`config.mk`:
```
export PLATFORM = sky130hd
export DESIGN_NAME = parity_strip_check
export DESIGN_NICKNAME = d
export VERILOG_FILES = /design/src/rtl/parity_pkg.sv /design/src/rtl/parity_word_check.sv /design/src/rtl/parity_strip_check.sv
export SDC_FILE = /design/constraint.sdc
export NUM_CORES = 1
export LEC_CHECK = 0
export ABC_AREA = 1
export BUFFER_PORTS_ARGS = -buffer_cell sky130_fd_sc_hd__buf_2
export CAP_MARGIN = 25
export CORE_MARGIN = 2
export CORE_UTILIZATION = 40
export DETAILED_ROUTE_END_ITERATION = 8
export PLACE_DENSITY_LB_ADDON = 0.3
export SYNTH_ARGS = -nofsm -noshare
export SYNTH_HDL_FRONTEND = slang
export SYNTH_HIERARCHICAL = 1
export SYNTH_SLANG_ARGS = --single-unit
```
`constraint.sdc`:
```
create_clock -name clk -period 1.1 [get_ports clk]
set_clock_uncertainty 0.1 [all_clocks]
set_input_delay 0.11 -clock clk [delete_from_list [all_inputs] [get_ports clk]]
set_output_delay 0.11 -clock clk [all_outputs]
set_load 0.01 [all_outputs]
```
`src/rtl/parity_pkg.sv`:
```
// Shared parity constants and helpers for the parity strip/check datapath.
package parity_pkg;

    localparam int unsigned PAR_EVEN  = 0;
    localparam int unsigned PAR_ODD   = 1;
    localparam int unsigned PAR_MAX_W = 1024;

    function automatic int unsigned par_word_width(input int unsigned bits);
        return bits + 1;
    endfunction

    // Callers zero-extend their word to PAR_MAX_W; the extra zeros do not change the XOR.
    function automatic logic par_xor(input logic [PAR_MAX_W-1:0] w);
        return ^w;
    endfunction

endpackage

```
`src/rtl/parity_word_check.sv`:
```
// Combinational check of one parity-protected word: strips the MSB parity bit and flags a mismatch.
module parity_word_check
    import parity_pkg::*;
#(
    parameter int unsigned BITS_PER_WORD = 9
) (
    input  logic [BITS_PER_WORD:0]   word,
    input  logic                     odd_mode,
    output logic [BITS_PER_WORD-1:0] data,
    output logic                     err
);

    logic [PAR_MAX_W-1:0] w_ext;

    always_comb begin
        w_ext                  = '0;
        w_ext[BITS_PER_WORD:0] = word;
    end

    assign data = word[BITS_PER_WORD-1:0];
    assign err  = par_xor(w_ext) ^ odd_mode;

endmodule

```
`src/rtl/parity_strip_check.sv`:
```
// Parity stripper/checker with one registered valid/ready stage and error accounting.
// Optional error-beat counter is built only when PARITY_STRIP_CNT_EN is defined.
module parity_strip_check
    import parity_pkg::*;
#(
    parameter int unsigned WORDS         = 5,
    parameter int unsigned BITS_PER_WORD = 9,
    parameter int unsigned ODD_PARITY    = 0,
    parameter int unsigned CNT_WIDTH     = 16
) (
    input  logic                                     clk,
    input  logic                                     sclr,
    input  logic [par_word_width(BITS_PER_WORD)*WORDS-1:0] din,
    input  logic                                     din_valid,
    output logic                                     din_ready,
    output logic [BITS_PER_WORD*WORDS-1:0]           dout,
    output logic                                     dout_valid,
    input  logic                                     dout_ready,
    output logic [WORDS-1:0]                         par_err,
    output logic                                     err_sticky,
    output logic [CNT_WIDTH-1:0]                     err_count,
    input  logic                                     err_clr
);

    localparam int unsigned WW = par_word_width(BITS_PER_WORD);

    logic                           w_odd_mode;
    logic                           w_accept;
    logic                           w_any_err;
    logic [BITS_PER_WORD*WORDS-1:0] w_data;
    logic [WORDS-1:0]               w_err;

    logic [BITS_PER_WORD*WORDS-1:0] r_dout;
    logic [WORDS-1:0]               r_par_err;
    logic                           r_dout_valid;
    logic                           r_err_sticky;

    assign w_odd_mode = (ODD_PARITY == PAR_ODD);

    for (genvar g = 0; g < WORDS; g++) begin : g_word
        parity_word_check #(
            .BITS_PER_WORD(BITS_PER_WORD)
        ) u_chk (
            .word    (din[g*WW +: WW]),
            .odd_mode(w_odd_mode),
            .data    (w_data[g*BITS_PER_WORD +: BITS_PER_WORD]),
            .err     (w_err[g])
        );
    end

    assign din_ready = !sclr && (!r_dout_valid || dout_ready);
    assign w_accept  = din_valid && din_ready;
    assign w_any_err = |w_err;

    always_ff @(posedge clk) begin
        if (sclr) begin
            r_dout       <= '0;
            r_par_err    <= '0;
            r_dout_valid <= 1'b0;
        end else if (w_accept) begin
            r_dout       <= w_data;
            r_par_err    <= w_err;
            r_dout_valid <= 1'b1;
        end else if (dout_ready) begin
            r_dout_valid <= 1'b0;
        end
    end

    // A new errored beat beats a simultaneous clear.
    always_ff @(posedge clk) begin
        if (sclr) begin
            r_err_sticky <= 1'b0;
        end else if (w_accept && w_any_err) begin
            r_err_sticky <= 1'b1;
        end else if (err_clr) begin
            r_err_sticky <= 1'b0;
        end
    end

`ifdef PARITY_STRIP_CNT_EN
    localparam logic [CNT_WIDTH-1:0] CNT_ONE = CNT_WIDTH'(1);

    logic [CNT_WIDTH-1:0] r_err_count;

    always_ff @(posedge clk) begin
        if (sclr) begin
            r_err_count <= '0;
        end else if (w_accept && w_any_err) begin
            if (err_clr) begin
                r_err_count <= CNT_ONE;
            end else if (r_err_count != '1) begin
                r_err_count <= r_err_count + CNT_ONE;
            end
        end else if (err_clr) begin
            r_err_count <= '0;
        end
    end

    assign err_count = r_err_count;
`else
    assign err_count = '0;
`endif

    assign dout       = r_dout;
    assign par_err    = r_par_err;
    assign dout_valid = r_dout_valid;
    assign err_sticky = r_err_sticky;

endmodule

```
## Word level (Yosys, flattened, before mapping)

Index checks and enable logic that the tools add are counted.

| operators by class | value |
|---|---|
| mux-type cells | 4 |
| reduce and logical (&&, ||, !) cells | 14 |

Operators by type and width:

| operator | count |
|---|---|
| XOR reduction 1024 bit | 5 |
| OR reduction 5 bit | 1 |
| two-way mux 1 bit | 4 |
| nonzero test 2 bit | 2 |
| logical AND 1 bit | 3 |
| logical NOT 1 bit | 2 |
| logical OR 1 bit | 1 |

| word-level totals | value |
|---|---|
| word-level logic and storage cells | 22 |
| input bits | 55 |
| register bits after elaboration | 52 |
| output and inout port bits | 69 |

## Depth between registers and ports, before layout

Gate-level depths: netlist of the first run.

| depth | value |
|---|---|
| depth in word-level cells | 6 |
| depth in mapped cells | 13 |
| depth with buffers taken out | 13 |

## Cells and area by module

The synthesis of the first run kept the hierarchy.

Modules (own cells, without submodules):

| module | area an instance (µm²) | cells each | seq. area each (µm²) | instances |
|---|---|---|---|---|
| parity_strip_check | 1,938.1 | 250 | 1,041.0 | 1 |
| parity_word_check | 297.8 | 65 | 0.0 | 5 |

## Worst setup path before layout of the first run

OpenSTA, ideal clock, no wires.

| timing path | value |
|---|---|
| path type | register to register |
| start point | register r_dout_valid, in the netlist dout_valid |
| end point | register r_dout[35], in the netlist dout[35] |
| buffers on the path | 1 |
| period minus slack after synthesis | 1,074 ps |
| path slack | 26 ps |
| stages on the path, launching flop included | 6 |
| arrival time | 916 ps |
| library setup time | 58 ps |
| required time | 942 ps |
| cell sequence | dfxtp_1 > nand2_1 > nand3_1 > buf_2 > nand3_1 > nand2_1 |

| on the way | value |
|---|---|
| longest elaborated chain between the ends | 4 |

Ends and longest elaborated chain:

| element | RTL line | text |
|---|---|---|
| from (decl) | parity_strip_check.sv:35 | `logic r_dout_valid;` |
| from (signal assigned) | parity_strip_check.sv:59 | `r_dout_valid <= 1'b0;` |
| from (signal assigned) | parity_strip_check.sv:63 | `r_dout_valid <= 1'b1;` |
| from (signal assigned) | parity_strip_check.sv:65 | `r_dout_valid <= 1'b0;` |
| logical NOT 1 bit | parity_strip_check.sv:51 | `assign din_ready = !sclr && (!r_dout_valid \|\| dout_ready);` |
| logical OR 1 bit | parity_strip_check.sv:51 |  |
| logical AND 1 bit | parity_strip_check.sv:51 |  |
| logical AND 1 bit | parity_strip_check.sv:52 | `assign w_accept = din_valid && din_ready;` |
| to (signal assigned) | parity_strip_check.sv:61 | `r_dout <= w_data;` |
| to (decl) | parity_strip_check.sv:33 | `logic [BITS_PER_WORD*WORDS-1:0] r_dout;` |

No other way between the ends.
A chain may end at the register's enable or synchronous reset.

## Final worst setup path of the first run

| timing path | value |
|---|---|
| start point | register r_dout_valid, in the netlist dout_valid |
| end point | output port din_ready |

| on the way | value |
|---|---|
| longest elaborated chain between the ends | 3 |

Ends and longest elaborated chain:

| element | RTL line | text |
|---|---|---|
| logical NOT 1 bit | parity_strip_check.sv:51 |  |
| logical OR 1 bit | parity_strip_check.sv:51 |  |
| logical AND 1 bit | parity_strip_check.sv:51 |  |
| to (decl) | parity_strip_check.sv:15 | `output logic din_ready,` |

No other way between the ends.

==> results of run 1 <==
==> routing by layer <==
metal  track usage [%]  vias to the layer above
li1                  -                     1909
met1             21.16                     1617
met2             36.00                      104
met3             3.491                        8
met4             4.460                        0
met5                 0                        -
==> stage by stage <==
| step | hold slack [ns] | worst slack (ns) | instance area [um2] | total power, mW |
|---|---|---|---|---|
| finish | 0.02612 | -0.1335 | 4629 | 4.735 |
| floorplan | 0.07907 | 0.02630 | 3521 | 3.018 |
| global placement | 0.2481 | -0.1765 | 3959 | 3.389 |
| CTS | 0.01746 | -0.1850 | 4477 | 4.734 |
| global route | 0.03471 | -0.1948 | 4629 | 5.072 |
| detailed placement | 0.2566 | -0.2247 | 3959 | 3.433 |
==> cell families after synthesis <==
group,Yosys count
simple gates,372
flops,52
buf+inv,137
xor+xnor,10
other cells,1
compound gates,3
==> area by class of cell <==
cell class / instances / area [um2]
Fill cell: 829 / 3628
Tap cell: 105 / 131.4
Inverter: 61 / 231.5
Clock buffer: 8 / 90.09
Sequential cell: 52 / 1042
Timing Repair Buffer: 180 / 1271
Multi-Input combinational cell: 411 / 1863
==> sequential cells by signal, summed over array words and instances (netlist names) <==
name        flops
par_err         5
dout           45
err_sticky      1
dout_valid      1
==> power breakdown <==
part           switching, mW  internal, mW  total [mW]
clock                  0.630         0.516        1.15
sequential            0.0822          2.03        2.11
combinational          0.815         0.660        1.47
total                   1.53          3.21        4.73
==> cells in the final DEF (no fill, tap or decap), types with 2 or more instances in the layout <==
master / count
buf_6: 10
buf_4: 30
xnor2_1: 5
dfxtp_1: 51
conb_1: 26
xor2_1: 5
nand2_1: 288
clkbuf_1: 2
nand2_4: 2
clkbuf_8: 6
nand3_2: 21
inv_2: 21
dlygate4sd3_1: 30
nand3_1: 40
buf_2: 105
buf_12: 2
inv_1: 39
nand2_2: 17
==> critical path, cell delays in order, from the launching register on <==
cell and delay [ns]:
dfxtp_2 0.36, nand2_4 0.06, nand2_4 0.07, buf_6 0.10
inv_4 0.03, buf_6 0.10
==> how the worst max path moves through the flow <==
stage               startpoint    endpoint  depth (start not counted)
finish              dout_valid   din_ready                          5
floorplan           dout_valid    dout[35]                          5
CTS                 dout_valid   din_ready                          5
global placement       din[22]  err_sticky                         13
global route        dout_valid   din_ready                          5
detailed placement     din[42]  err_sticky                         13
==> timing repair <==
item | in CTS | in global routing
setup buffers | 3 | 3
hold buffers | 30 | 0
pin swaps | 3 | 11
endpoints found under the hold margin | 30 | 0
gates cloned | 2 | 1
gates resized for setup | 17 | 29
endpoints found under the setup margin | 53 | 53
==> impl_metrics.env, run 1 <==
export IMPL_ant_nets=0
export IMPL_cts_root_buffer="clkbuf_8"
export IMPL_synth_seq_cells=52
export IMPL_floorplan_initialDensity_pct=41.50
export IMPL_grt_start_max_net_pins=33
export IMPL_worst_slack_ns=-0.1335
export IMPL_synthAdderAreaFrac_pct=0
export IMPL_placementRows=33
export IMPL_grt_pass1_wl_um=13950
export IMPL_drt_met1_wl_um=3761
export IMPL_timing_fmax_ghz=0.8107
export IMPL_yosys_top_cells_count="nand2_1, buf_4, nand3_1"
export IMPL_avgRoutedWirePerCell_um=10.70
export IMPL_min_period_ns=1.233
export IMPL_fp_dieArea_mm2=0.009324
export IMPL_synth_xor_area_share_pct=2.556
export IMPL_h_tree_depth=2
export IMPL_rsz0062_at_grt="true"
export IMPL_async_reset_ff_share_pct=0
export IMPL_status="finished with violations"
export IMPL_ys_seq_area_share_pct=30.38
export IMPL_vias_per_cell=4.453
export IMPL_nNetsFinal=766
export IMPL_fp_dieW_um=96.56
export IMPL_crit_type="reg -> out"
export IMPL_drive_gt1_share_pct=31.32
export IMPL_drt_iter0_markers=65
export IMPL_place_hpwl_um=6254
export IMPL_grt_ovfl_total=0
export IMPL_r2r_start="dout_valid"
export IMPL_power_density_mw_per_mm2=1023
export IMPL_crit_path_end_kind="primary output"
export IMPL_syn_avg_cell_area_um2=5.960
export IMPL_synth_compound_area_share_pct=0.4381
export IMPL_cap_violations=0
export IMPL_wirelength_um=8739
export IMPL_post_synth_top_count_cell="nand2_1"
export IMPL_setup_viol=51
export IMPL_synth_top_area_cell="nand2_1"
export IMPL_place_inst=772
export IMPL_violations="negative setup slack"
export IMPL_critical_path_arrival_ns=1.02
export IMPL_area_growth_syn_to_layout_pct=35.09
export IMPL_synth_top_family_by_area="simple AND/OR/NAND/NOR gates"
export IMPL_netlist_top_cells_area="nand2_1, dfxtp_1, buf_4"
export IMPL_grt_usage_pct=18.73
export IMPL_highest_layer="met4"
export IMPL_fin_setup_tns_ns=-3.809
export IMPL_max_vdd_ir_drop_mv=0.6306
export IMPL_r2r_slack_ns=-0.11
export IMPL_postLayoutCoreUtil_pct=56.06
export IMPL_diodes=0
export IMPL_crit_path_max_fanout=2
export IMPL_drc=0
export IMPL_chipHeight_um=96.56
export IMPL_drtPass1Iterations=4
export IMPL_io_pins=124
export IMPL_io_buffers=107
export IMPL_synth_area_mm2=0.003427
export IMPL_crit_path_start_kind="register"
export IMPL_cts_buffer_depth=2
export IMPL_antenna_found_initial=0
export IMPL_min_from="din[18]"
export IMPL_stdcell_count=817
export IMPL_cts_tree="built"
export IMPL_wl_met3_um=595
export IMPL_num_vias=3638
export IMPL_synth_mux_area_fraction_pct=0
export IMPL_post_route_period_util_pct=112.1
export IMPL_r2r_end="dout[3]"
export IMPL_place_congestion=0.7346
export IMPL_reg2reg_depth=6
export IMPL_hold_viol=0
export IMPL_holdPathStages=4
export IMPL_numCtsBuffers=5
export IMPL_synthCells=575
export IMPL_finalMaxSlewViolations=0
export IMPL_synth_simple_area_share_pct=44.40
export IMPL_ys_flop_type="dfxtp_1"
export IMPL_synth_cell_types=17
export IMPL_worstPathRequired_ns=0.89
export IMPL_yosysTopAreaCellShare_pct=31.87
export IMPL_min_path_type="in -> reg"
export IMPL_clock_latency_ns=0.30
export IMPL_p_leak_nw=2.760
export IMPL_grt_pass1_vias=3367
export IMPL_cts_sinks=52
export IMPL_holdPathEnd="dout[17]"
export IMPL_clk_pin_slew_ns=0.10
export IMPL_synth_edf_count=0
export IMPL_wl_met2_um=4290
export IMPL_core_area_mm2=0.008258
export IMPL_ys_warn_count=6
(Power assumes the default switching activity.)
==> run 2, diff against run 1 <==
PLACE_DENSITY_LB_ADDON = 0.05   (was 0.3)
==> impl_metrics.env, run 2 (synthesis gave the netlist of run 1 again) <==
export IMPL_cts_sinks=52
export IMPL_ant_nets=0
export IMPL_final_cell_mix="nand2_1, buf_2, dfxtp_1"
export IMPL_io_buffers=107
export IMPL_nNetsFinal=766
export IMPL_mostFrequentLayoutCell="nand2_1"
export IMPL_numCtsBuffers=5
export IMPL_wirelength_um=8534
export IMPL_fp_dieW_um=96.56
export IMPL_drtPass1Iterations=4
export IMPL_p_seq_share_pct=44.8
export IMPL_slowest_delay_ns=0.36
export IMPL_rsz0062_at_grt="true"
export IMPL_drc=0
export IMPL_crit_path_max_fanout=2
export IMPL_largest_reg_flops=45
export IMPL_cts_buffer_depth=2
export IMPL_grt_pass1_wl_um=13350
export IMPL_pwr_share_comb_pct=31.0
export IMPL_finalInstanceArea_mm2=0.004623
export IMPL_status="finished with violations"
export IMPL_stdcell_count=817
export IMPL_place_congestion=0.6979
export IMPL_fin_setup_tns_ns=-3.436
export IMPL_grt_start_max_net_pins=33
export IMPL_core_area_mm2=0.008258
export IMPL_placementRows=33
export IMPL_power_density_mw_per_mm2=1020
export IMPL_timing_fmax_ghz=0.8156
export IMPL_min_period_ns=1.226
export IMPL_violations="negative setup slack"
export IMPL_placed_area_mm2=0.003936
export IMPL_multiInputGateArea_mm2=0.001848
export IMPL_path_cells="nand2_4 > nand2_4 > buf_6 > inv_4 > buf_6"
export IMPL_max_vdd_ir_drop_mv=0.5432
export IMPL_r2r_slack_ns=-0.09
export IMPL_place_inst=769
export IMPL_vias_per_cell=4.365
export IMPL_p_sw_mw=1.512
export IMPL_worst_path_buf_inv=3
export IMPL_chipHeight_um=96.56
export IMPL_worstPathRequired_ns=0.89
export IMPL_grt_ovfl_total=0
export IMPL_p_leak_nw=2.761
export IMPL_cp_slowest_cell="dfxtp_2"
export IMPL_place_ws_ns=-0.2131
export IMPL_area_growth_syn_to_layout_pct=34.90
export IMPL_crit_path_start_kind="register"
export IMPL_hold_viol=0
export IMPL_h_tree_depth=2
export IMPL_swShare_pct=32.06
export IMPL_setup_viol=52
export IMPL_worst_slack_ns=-0.1261
export IMPL_crit_type="reg -> out"
export IMPL_p_int_mw=3.204
export IMPL_nFillCells=858
export IMPL_clock_latency_ns=0.29
export IMPL_drive_gt1_share_pct=30.62
export IMPL_crit_family="flip-flops"
export IMPL_cts_root_buffer="clkbuf_8"
export IMPL_clock_power_share_pct=24.2
export IMPL_fp_dieArea_mm2=0.009324
export IMPL_cap_violations=0
export IMPL_drt_iter0_markers=102
export IMPL_avgRoutedWirePerCell_um=10.45
export IMPL_cts_tree="built"
export IMPL_diodes=0
export IMPL_min_path_type="in -> reg"
export IMPL_grt_pass1_vias=3058
export IMPL_io_pins=124
export IMPL_place_hpwl_um=6017
export IMPL_floorplan_initialDensity_pct=41.50
export IMPL_grt_usage_pct=17.84
export IMPL_clk_pin_slew_ns=0.09
export IMPL_antenna_found_initial=0
export IMPL_post_route_period_util_pct=111.5
export IMPL_num_vias=3566
export IMPL_holdWs_ns=0.02755
export IMPL_critical_path_arrival_ns=1.02
export IMPL_ff_latch_area_mm2=0.001044
export IMPL_crit_path_end_kind="primary output"
export IMPL_finalMaxSlewViolations=0
[run 2: worst paths after layout]
path                   start    endpoint  depth (start not counted)
setup / recovery  dout_valid   din_ready                          5
hold / removal       din[38]    dout[35]                          4
setup reg to reg  dout_valid    dout[44]                          6
hold reg to reg   par_err[4]  par_err[4]                          2
[run 2: per-layer routing]
layer / vias to the layer above / GRT usage [%] / share of wire (%)
li1: 1910 / - / -
met1: 1573 / 21.79 / 45
met2: 79 / 32.29 / 49
met3: 4 / 4.344 / 6.1
met4: 0 / 2.700 / 0.45
met5: - / 0 / 0
[run 2: layout make-up]
type / count / area share, %
repair buffers: 180 / 27.66
clock buffers: 8 / 1.949
multi-input cells: 411 / 39.97
flip-flops and latches: 52 / 22.57
inverters: 61 / 5.007
well taps: 105 / 2.842
[run 2: power by group through the flow]
stage	sequential [mW]	clock [mW]	combinational [mW]
floorplan	2.22	0	0.800
global placement	2.14	0	1.25
detailed placement	2.14	0	1.27
CTS	2.10	1.21	1.40
global route	2.13	1.27	1.65
finish	2.11	1.14	1.46
[run 2: what timing repair did]
item,4_1_cts,5_1_grt
endpoints found under the hold margin,32,0
pin swaps,2,9
hold buffers,32,0
setup buffers,3,1
setup endpoints to repair,52,53
gates cloned,2,2
resized for setup,14,28
[run 2: tightest hold or removal path, stage by stage]
cell	delay [ns]
buf_2	0.09
buf_4	0.11
nand2_1	0.04
nand2_1	0.04
[run 2: through the flow]
| step | utilization, % | total power [mW] |
|---|---|---|
| floorplan | - | 3.018 |
| global placement | 47.67 | 3.387 |
| global route | 55.98 | 5.047 |
| finish | 55.98 | 4.716 |
| CTS | 53.71 | 4.709 |
| detailed placement | 47.67 | 3.410 |
==> run 3, diff against run 2 <==
clock period = 1.3 ns   (was 1.1 ns; I/O delays follow)
==> impl_metrics.env, run 3 (synthesis gave the netlist of run 1 again) <==
export IMPL_status="completed"
export IMPL_slowest_delay_ns=0.37
export IMPL_num_vias=3465
export IMPL_floorplan_initialDensity_pct=41.50
export IMPL_r2r_slack_ns=0.13
export IMPL_io_pins=124
export IMPL_nNetsFinal=751
export IMPL_grt_pass1_wl_um=13090
export IMPL_clock_power_share_pct=28.0
export IMPL_stdcell_count=802
export IMPL_timing_fmax_ghz=0.8107
export IMPL_max_vdd_ir_drop_mv=0.4859
export IMPL_worstPathRequired_ns=1.07
export IMPL_swShare_pct=31.25
export IMPL_fp_dieArea_mm2=0.009324
export IMPL_post_route_period_util_pct=94.89
export IMPL_p_seq_share_pct=43.8
export IMPL_setup_viol=0
export IMPL_rsz0062_at_grt="false"
export IMPL_cts_sinks=52
export IMPL_crit_type="reg -> out"
export IMPL_nFillCells=869
export IMPL_min_path_type="in -> reg"
export IMPL_p_leak_nw=2.664
export IMPL_p_sw_mw=1.271
export IMPL_r2r_start="dout_valid"
export IMPL_cts_root_buffer="clkbuf_8"
export IMPL_reg2reg_depth=7
export IMPL_clk_pin_slew_ns=0.10
export IMPL_grt_usage_pct=17.42
export IMPL_pwr_share_comb_pct=28.2
export IMPL_postLayoutCoreUtil_pct=53.35
export IMPL_critical_path_arrival_ns=1.00
export IMPL_chipHeight_um=96.56
export IMPL_drc=0
export IMPL_power_density_mw_per_mm2=923.5
export IMPL_r2r_end="dout[2]"
export IMPL_crit_path_end_kind="primary output"
export IMPL_numCtsBuffers=5
export IMPL_io_buffers=107
export IMPL_finalMaxSlewViolations=0
export IMPL_vias_per_cell=4.320
export IMPL_h_tree_depth=2
export IMPL_min_period_ns=1.234
export IMPL_worst_path_buf_inv=2
export IMPL_drtPass1Iterations=7
export IMPL_crit_top_cell="nand2_4"
export IMPL_core_area_mm2=0.008258
export IMPL_crit_path_max_fanout=3
export IMPL_place_inst=748
export IMPL_grt_pass1_vias=3085
export IMPL_avgRoutedWirePerCell_um=10.19
export IMPL_crit_path_start_kind="register"
export IMPL_place_congestion=0.7000
export IMPL_cp_depth=4
export IMPL_p_int_mw=2.797
export IMPL_drt_iter0_markers=114
export IMPL_final_cell_mix="nand2_1, buf_2, nand3_1"
export IMPL_placementRows=33
export IMPL_crit_family="flip-flops"
export IMPL_place_hpwl_um=5930
export IMPL_ant_nets=0
export IMPL_hold_viol=0
export IMPL_cts_buffer_depth=2
export IMPL_wirelength_um=8169
export IMPL_startpoint="dout_valid"
export IMPL_grt_start_max_net_pins=33
export IMPL_fp_dieW_um=96.56
export IMPL_area_growth_syn_to_layout_pct=28.55
export IMPL_diodes=0
export IMPL_clock_latency_ns=0.31
export IMPL_largest_reg_flops=45
export IMPL_grt_ovfl_total=0
export IMPL_cap_violations=0
export IMPL_cts_tree="built"
export IMPL_drive_gt1_share_pct=24.39
export IMPL_mostFrequentLayoutCell="nand2_1"
export IMPL_cp_slowest_cell="dfxtp_2"
export IMPL_path_cells="nand2_4 > nand2_4 > inv_1 > buf_2"
export IMPL_crit_path_end="din_ready"
export IMPL_antenna_found_initial=0
-- run 3: layout make-up --
class / count / area (um2) / share of cell area (%)
multi-input cells: 411 / 1739 / 39.48
repair buffers: 165 / 1156 / 26.24
flip-flops and latches: 52 / 1042 / 23.66
inverters: 61 / 229.0 / 5.197
well taps: 105 / 131.4 / 2.982
clock buffers: 6 / 72.57 / 1.647
clock inverters: 2 / 35.03 / 0.7952
-- run 3: power groups by stage --
| stage | registers (mW) | logic, mW | clock network [mW] |
|---|---|---|---|
| floorplan | 1.88 | 0.677 | 0 |
| finish | 1.78 | 1.15 | 1.14 |
| global route | 1.80 | 1.31 | 1.22 |
| global placement | 1.81 | 1.00 | 0 |
| CTS | 1.78 | 1.13 | 1.19 |
| detailed placement | 1.82 | 1.02 | 0 |
-- run 3: how the worst min path moves through the flow --
stage | start | cells past startpoint | end
3_3_place_gp | sclr | 2 | err_sticky
6_report | din[16] | 3 | dout[15]
2_1_floorplan | sclr | 1 | dout_valid
5_1_grt | din[16] | 3 | dout[15]
3_5_place_dp | sclr | 2 | err_sticky
4_1_cts | din[16] | 3 | dout[15]
-- run 3: layer usage --
metal	vias to the layer above	track usage, %	part of all wire [%]	wire length, um
met2	77	31.71	48	3885
li1	1879	-	-	-
met1	1505	21.06	46	3743
met4	0	3.756	0.50	41
met3	4	3.646	6.1	499
met5	-	0	0	0
-- run 3: through the flow --
| stage | hold slack [ns] | power [mW] | area, um2 | worst slack, ns | setup TNS [ns] |
|---|---|---|---|---|---|
| finish | 0.01362 | 4.068 | 4405 | 0.06645 | 0 |
| global route | 0.02688 | 4.332 | 4405 | 0.01222 | 0 |
| CTS | 0.006221 | 4.094 | 4319 | 0.004931 | 0 |
| detailed placement | 0.2421 | 2.839 | 3779 | -0.006618 | -0.006618 |
| global placement | 0.2379 | 2.816 | 3779 | 0.01676 | 0 |
| floorplan | 0.09907 | 2.553 | 3521 | 0.2263 | 0 |
-- run 3: worst reg2reg max path, delay by kind of cell, from the launching register on --
family	cells	cell delay [ns]
and+or+nand+nor	5	0.39
DFF	1	0.35
buffers and inverters	2	0.29
-- run 3: what timing repair did --
action	4_1_cts	5_1_grt
cloned	0	1
buffers inserted	0	2
hold buffers	43	0
setup endpoints to repair	20	41
pin swaps	0	1
resized for setup	1	9
hold endpoints to repair	43	0
